`src/rtl/pio_dtack_responder_pkg.sv`:
```
// pio_dtack_responder_pkg: shared state, region codes and window base addresses
package pio_dtack_responder_pkg;
  typedef enum logic [1:0] {S_IDLE, S_WAIT, S_ACK, S_ERR} state_t;
  typedef enum logic [2:0] {R_PIO, R_DEV, R_USB, R_DBG, R_INTC, R_UNMAPPED} region_t;
  localparam logic [23:0] BASE_PIO  = 24'hFF8000;
  localparam logic [23:0] BASE_DEV  = 24'hFF9000;
  localparam logic [23:0] BASE_USB  = 24'hFFA000;
  localparam logic [23:0] BASE_INTC = 24'hFFB000;
endpackage

```
`src/rtl/pio_dtack_responder_region_map.sv`:
```
// pio_region_map: decode adm/adl into a region code and its wait-state count
module pio_region_map
  import pio_dtack_responder_pkg::*;
#(
  parameter int WAIT_PIO  = 0,
  parameter int WAIT_DEV  = 2,
  parameter int WAIT_USB  = 1,
  parameter int WAIT_INTC = 0,
  parameter int CNT_W     = 8
) (
  input  logic [2:0]       adm,
  input  logic [1:0]       adl,
  output region_t          region,
  output logic [CNT_W-1:0] wait_val
);
  // region decode; only adl=0 of the adm=2 block is the USB FIFO, adl=1 is a hole
  always_comb begin
    region = adm == 3'd0 ? R_PIO :
             adm == 3'd1 ? R_DEV :
             adm == 3'd2 ? (adl == 2'd0 ? R_USB : adl == 2'd1 ? R_UNMAPPED : R_DBG) :
             adm == 3'd3 ? R_INTC : R_UNMAPPED;
    wait_val = (region == R_PIO || region == R_DBG) ? CNT_W'(WAIT_PIO) :
               region == R_DEV  ? CNT_W'(WAIT_DEV) :
               region == R_USB  ? CNT_W'(WAIT_USB) :
               region == R_INTC ? CNT_W'(WAIT_INTC) : '0;
  end
endmodule

```
`src/rtl/pio_dtack_responder.sv`:
```
// pio_dtack_responder: times peripheral-window accesses and returns DTACK or BERR
module pio_dtack_responder
  import pio_dtack_responder_pkg::*;
#(
  parameter int WAIT_PIO  = 0,
  parameter int WAIT_DEV  = 2,
  parameter int WAIT_USB  = 1,
  parameter int WAIT_INTC = 0,
  parameter int TIMEOUT   = 64,
  parameter int CNT_W     = 8
) (
  input  logic       clk,
  input  logic       reset_n,
  input  logic       cs,
  input  logic       as_n,
  input  logic       uds_n,
  input  logic       lds_n,
  input  logic [2:0] adm,
  input  logic [1:0] adl,
  input  logic       usb_ready,
  output logic       dtack_n,
  output logic       berr_n,
  output logic       busy,
  output logic [7:0] berr_count
);
  localparam logic [CNT_W-1:0] TMO_LAST = CNT_W'(TIMEOUT - 1);
  state_t           state, state_nx;
  region_t          region_d, region_q;
  logic [CNT_W-1:0] wait_val, wait_cnt, wait_nx, tmo_cnt, tmo_nx;
  logic             start;
  assign start = cs & ~as_n & (~uds_n | ~lds_n);
  assign busy  = state != S_IDLE;
  pio_region_map #(
    .WAIT_PIO (WAIT_PIO),
    .WAIT_DEV (WAIT_DEV),
    .WAIT_USB (WAIT_USB),
    .WAIT_INTC(WAIT_INTC),
    .CNT_W    (CNT_W)
  ) u_map (
    .adm     (adm),
    .adl     (adl),
    .region  (region_d),
    .wait_val(wait_val)
  );
  // next state and counter updates; WAIT checks abort, then timeout, then wait states
  always_comb begin
    state_nx = state;
    wait_nx  = wait_cnt;
    tmo_nx   = tmo_cnt;
    case (state)
      S_IDLE: if (start) begin
        state_nx = region_d == R_UNMAPPED ? S_ERR : S_WAIT;
        wait_nx  = wait_val;
        tmo_nx   = '0;
      end
      S_WAIT: begin
        tmo_nx = tmo_cnt + 1'b1;
        if (as_n) state_nx = S_IDLE;
        else if (tmo_cnt == TMO_LAST) state_nx = S_ERR;
        else if (wait_cnt != '0) wait_nx = wait_cnt - 1'b1;
        else if (region_q != R_USB || usb_ready) state_nx = S_ACK;
      end
      default: state_nx = as_n ? S_IDLE : state;
    endcase
  end
  // state, counters and registered acknowledge outputs derived from the next state
  always_ff @(posedge clk) begin
    if (!reset_n) begin
      state      <= S_IDLE;
      region_q   <= R_PIO;
      wait_cnt   <= '0;
      tmo_cnt    <= '0;
      dtack_n    <= 1'b1;
      berr_n     <= 1'b1;
      berr_count <= '0;
    end else begin
      state    <= state_nx;
      wait_cnt <= wait_nx;
      tmo_cnt  <= tmo_nx;
      dtack_n  <= state_nx != S_ACK;
      berr_n   <= state_nx != S_ERR;
      if (state == S_IDLE) region_q <= region_d;
      if (state_nx == S_ERR && state != S_ERR && berr_count != 8'hff) berr_count <= berr_count + 1'b1;
    end
  end
endmodule

```
`config.mk`:
```
export PLATFORM = sky130hd
export DESIGN_NAME = pio_dtack_responder
export DESIGN_NICKNAME = d
export VERILOG_FILES = /design/src/rtl/pio_dtack_responder_pkg.sv /design/src/rtl/pio_dtack_responder_region_map.sv /design/src/rtl/pio_dtack_responder.sv
export SDC_FILE = /design/constraint.sdc
export NUM_CORES = 1
export LEC_CHECK = 0
export ABC_AREA = 1
export BUFFER_PORTS_ARGS = -buffer_cell sky130_fd_sc_hd__buf_2
export CELL_PAD_IN_SITES_DETAIL_PLACEMENT = 0
export CELL_PAD_IN_SITES_GLOBAL_PLACEMENT = 2
export CORE_UTILIZATION = 35
export DETAILED_ROUTE_END_ITERATION = 10
export PLACE_DENSITY = 0.83
export SYNTH_ARGS = -nofsm -noshare
export SYNTH_HDL_FRONTEND = slang
export SYNTH_HIERARCHICAL = 1
export SYNTH_SLANG_ARGS = --single-unit
```
`constraint.sdc`:
```
create_clock -name clk -period 2.65 [get_ports clk]
set_clock_uncertainty 0.1 [all_clocks]
set_input_delay 0.1325 -clock clk [delete_from_list [all_inputs] [get_ports clk]]
set_output_delay 0.1325 -clock clk [all_outputs]
set_load 0.01 [all_outputs]
```
* Word level (Yosys, flattened, before mapping)
Cells that the tools add are included.
** Storage, ports and cells
- Bits of input ports :: 12
- Flip-flop bits (word level) :: 31
- Word-level logic and storage cells :: 73
- Output and inout port bits :: 11
** Cells by class
- Reductions and logical operators :: 13
- Multiplexer cells :: 24
- Eq/ne operators :: 20
- Add/subtract/negate cells :: 3
- Bitwise operators :: 6
** Operators by type and width (count)
- 8-bit two-way mux :: 7
- 8-bit case mux with 2 select lines :: 2
- 8-bit by 1-bit adder with 8-bit output (second input constant) :: 2
- 3-bit two-way mux :: 5
- 2-bit two-way mux :: 7
- 2-bit != test (second input constant) :: 7
- 3-bit by 2-bit == test with 1-bit output (second input constant) :: 4
- 8-bit by 6-bit == test with 1-bit output (second input constant) :: 1
- 8-bit != test (second input constant) :: 1
- 8-bit nonzero test :: 1
- 8-bit by 1-bit subtractor with 8-bit output (second input constant) :: 1
- 3-bit by 1-bit == test with 1-bit output (second input constant) :: 2
- 3-bit zero test :: 2
- 5-bit AND reduction :: 1
- 2-bit by 1-bit == test with 1-bit output (second input constant) :: 2
- 2-bit zero test :: 2
- 2-bit case mux with 2 select lines :: 1
- 2-bit nonzero test :: 2
- 3-bit == test (second input constant) :: 1
- 3-bit by 2-bit != test with 1-bit output (second input constant) :: 1
- 1-bit inverter :: 3
- 1-bit AND :: 2
- 2-bit == test (second input constant) :: 1
- 1-bit logical AND :: 2
- other kinds (4) :: 6

* Logic depth before layout (Yosys ltp)
- Depth after elaboration :: 13
- Gate-level depth with buffers :: 12

* By module
The synthesis kept the hierarchy.
** Modules (own cells, without submodules)
- pio_dtack_responder :: cells an instance 238, times used 1, area an instance 1740.4 um2
- pio_region_map :: cells an instance 24, times used 1, area an instance 127.6 um2

* Least setup slack after synthesis
No wires, ideal clock.
- Path kind :: reg2reg
- Start :: reg berr_count[0]
- End :: reg berr_count[5]
- Data required time :: 2.484 ns
- Stages on the path, launching flop included :: 8
- Buffers on the path :: 0
- Arrival :: 1.388 ns
- Setup time :: 0.066 ns
- Path slack :: 1.096 ns
- Cell sequence :: dfxtp_1 > ha_1 > nand4_1 > o21ai_4 > nor2_8 > nand2_4 > nand2_1 > a21oi_2
** On the way
- Cells in the longest elaborated chain, start to end :: 2
- Elaborated cells on any way between the ends :: 3
- Those cells by class :: add/sub: 1; eq/ne: 1; reduce/logical: 1
** RTL lines
- from (decl) :: line pio_dtack_responder.sv:24 : output logic [7:0] berr_count
- from (signal assigned) :: line pio_dtack_responder.sv:83 : if (state_nx == S_ERR && state != S_ERR && berr_count != 8'hff) berr_count <= berr_count + 1'b1;
- parallel branches: the longest is 2 deep, another holds 8-bit by 1-bit adder with 8-bit output
Several ways; the timed one is not identified.
A chain may end at the register's enable or synchronous reset.

* Worst setup path after layout
- Start :: reg tmo_cnt[0]
- End :: reg berr_count[7]
** On the way
- Cells in the longest elaborated chain, start to end :: 7
** RTL lines
- from (decl) :: line pio_dtack_responder.sv:29 : logic [CNT_W-1:0] wait_val, wait_cnt, wait_nx, tmo_cnt, tmo_nx;
- from (signal assigned) :: line pio_dtack_responder.sv:79 : tmo_cnt <= tmo_nx;
- 8-bit by 6-bit == test with 1-bit output :: line pio_dtack_responder.sv:59 : else if (tmo_cnt == TMO_LAST) state_nx = S_ERR;
- 2-bit two-way mux :: line pio_dtack_responder.sv:59
- 2-bit two-way mux :: line pio_dtack_responder.sv:58 : if (as_n) state_nx = S_IDLE;
- 2-bit case mux with 2 select lines :: line pio_dtack_responder.sv:50 : case (state)
- 2-bit == test :: line pio_dtack_responder.sv:83
- 1-bit logical AND (2 in a row) :: line pio_dtack_responder.sv:83
Every way passes these cells.

==> results.toml <==
[status]
status = "completed"

[yosys]
ys_warn_count = 6
synthTopCellsByArea = "dfxtp_1 33%, nand2_1 11%, nand3_1 6.4%, a21oi_1 5.6%, o21ai_0 5.4%"
synth_seq_cells = 31
yosysSeqAreaShare_pct = 33.22
synth_cells = 262
mappedNetlistArea_sq_um = 1868
synth_cell_types = 31
synth_area_per_cell_sq_um = 7.130
synth_top_area_share_pct = 33.22
synth_area_leader_cell = "dfxtp_1"

[floorplan]
ios = 23
coreArea_sq_um = 5107
die_h_um = 75.06
initial_core_util_pct = 36.58
die_w_um = 75.06
placementRows = 26
die_area_sq_um = 5633

[sta]
period_share_pct = 66.50
fin_crit_ns = 1.762
fmax_ghz = 0.5674
slew_viol_final = 0
hold_viol_final = 0
finalSetupTns_ns = 0
hold_slack_ns = 0.1146
finalSetupViolCount = 0
rsz0062_at_grt = "false"

[routing]
routed_wl_mm = 3.890
first_pass_iters = 4
ant_nets = 0
route.detailed.drc = 0
drt-wirelength-per-cell_um = 10.87
num_vias = 1590
drtIter0Drc = 79
drt-vias-per-instance = 4.441

[critical_path]
reg2reg_slack_ns = 0.89
cp_max_fo = 10
worstSetupPathType = "reg2reg"
reg2reg_to = "berr_count[7]"
crit_arrival_ns = 1.81
reg2reg_from = "tmo_cnt[0]"
end_kind = "register"
cp_data_required_time_ns = 2.70
crit_path_start_kind = "register"
r2r_cells = 10

[clock_network]
cts_setup_buffers = 0
cts_root_buffer = "clkbuf_8"
cts_buffers = 5
insertion_delay_ns = 0.28
clock_path_buffers = 2
h-tree-depth = 2
cts_tree = "done"
cts.reportedPaths.clkPinSlew_ns = 0.07
cts.sinks = 31
cts_resized = 0
holdBufCountCts = 0

[placement]
place.gp.congestion = 0.7420
placed_cell_area_sq_um = 2026
port_buffers = 22
hpwl_mm = 2.898

[finish]
syn2layout_area_growth_pct = 15.54
antenna_cells = 0
postLayoutCoreUtil_pct = 42.26
fin_nets = 303
drive_gt1_share_pct = 22.57
postLayoutCellArea_sq_um = 2158

[pwr]
leakage_uw = 0.001002
peakVddDrop_mv = 0.3320
seqPwrFrac_pct = 39.3
p_switching_uw = 346.0
power.internal_uw = 943.4
clkPwrFrac_pct = 43.2
power.density_nw_per_um2 = 597.4
finalPower_uw = 1289
swShare_pct = 26.83
power_frac_comb_pct = 17.5

[grt]
grt_max_degree = 14
antenna_found_initial = 0
track_usage_pct = 15.86
overflow = 0
grt_pass1_vias = 1520
grt_pass1_wl_mm = 6.775

[worst_hold_path]
min_to = "wait_cnt[7]"
min_from = "reset_n"
min_path_cells = 3
hp-class = "in2reg"

[run]
maxCapViolations = 0
## per-stage QoR
stage	instances	setup slack (ns)
final	358	0.8877
after global routing	358	0.6478
after CTS	358	0.8576
after detailed placement	350	0.8705
after global placement	350	0.8720
after floorplan	267	1.096
## cell families (layout without fill, tap and decap cells)
kind of cell,after synthesis,count (layout),share of synthesized area (%)
and+or+nand+nor,127,127,35.10
other,1,6,0.2007
AOI/OAI and AO/OA,48,48,14.40
DFF,31,31,33.22
xor gates and xnor gates,8,8,3.750
adders and majority gates,4,4,2.679
muxes,2,2,1.072
buffers and inverters,41,62,9.578
## placed cells by master (no fill, tap or decap), types with 7 or more instances in the layout
master | netlist | final
a21oi_1 | 21 | 21
buf_2 | 2 | 22
dfxtp_1 | 31 | 31
inv_1 | 25 | 25
inv_2 | 7 | 7
nand2_1 | 53 | 53
nand2_2 | 9 | 9
nand3_1 | 24 | 24
nor2_1 | 22 | 22
o21ai_0 | 20 | 20
## critical path, stage by stage (launching register included)
cell and delay, ns:
dfxtp_1 0.36, ha_1 0.23, nand2_1 0.07, nor2_1 0.12, nand3_1 0.12, nand3_1 0.11
nand2_1 0.08, nand2_2 0.20, nand2_4 0.12, nand2_1 0.07, a21oi_1 0.05
## state kept, by name (all words and copies together), names as in the netlist
signal      count
state           2
berr_count      8
berr_n          1
dtack_n         1
region_q        3
wait_cnt        8
tmo_cnt         8
## per-layer routing
layer,vias up,share of wire [%],global-route usage [%]
met1,689,51,20.54
met2,14,46,25.83
met3,6,2.2,4.016
met4,0,1.3,5.031
li1,881,-,-
met5,-,0,0
## area by class of cell
class	instances	area, sq um
fillers	552	2949
clock inverters	2	60.06
clock buffers	6	72.57
well taps	70	87.58
repair buffers	22	110.1
multi-input cells	195	1087
inverters	32	120.1
flip-flops and latches	31	620.6
## worst max-delay path by stage
stage                              from            end  slack [ns]
after CTS                    tmo_cnt[0]  berr_count[4]        0.86
after detailed placement     tmo_cnt[0]  berr_count[3]        0.87
final                        tmo_cnt[0]  berr_count[7]        0.89
after floorplan           berr_count[0]  berr_count[5]        1.10
after global routing         tmo_cnt[0]  berr_count[7]        0.65
after global placement       tmo_cnt[0]  berr_count[6]        0.87
## synth_stat cells (all sizes together)
cell type,number
a21oi,25
and3,1
buf,9
conb,1
dfxtp,31
ha,4
inv,32
mux2i,2
nand2,65
nand3,24
nand4,4
nor2,31
nor3,2
o21ai,22
o21bai,1
xnor2,4
xor2,4
## power groups by stage
stage | combinational (uW) | sequential (uW) | clock [uW]
after floorplan | 184 | 513 | 0
after global placement | 229 | 518 | 0
after detailed placement | 227 | 518 | 0
after CTS | 228 | 507 | 572
after global routing | 260 | 510 | 585
final | 225 | 507 | 557
No activity file was read; power rests on OpenSTA's default activity.
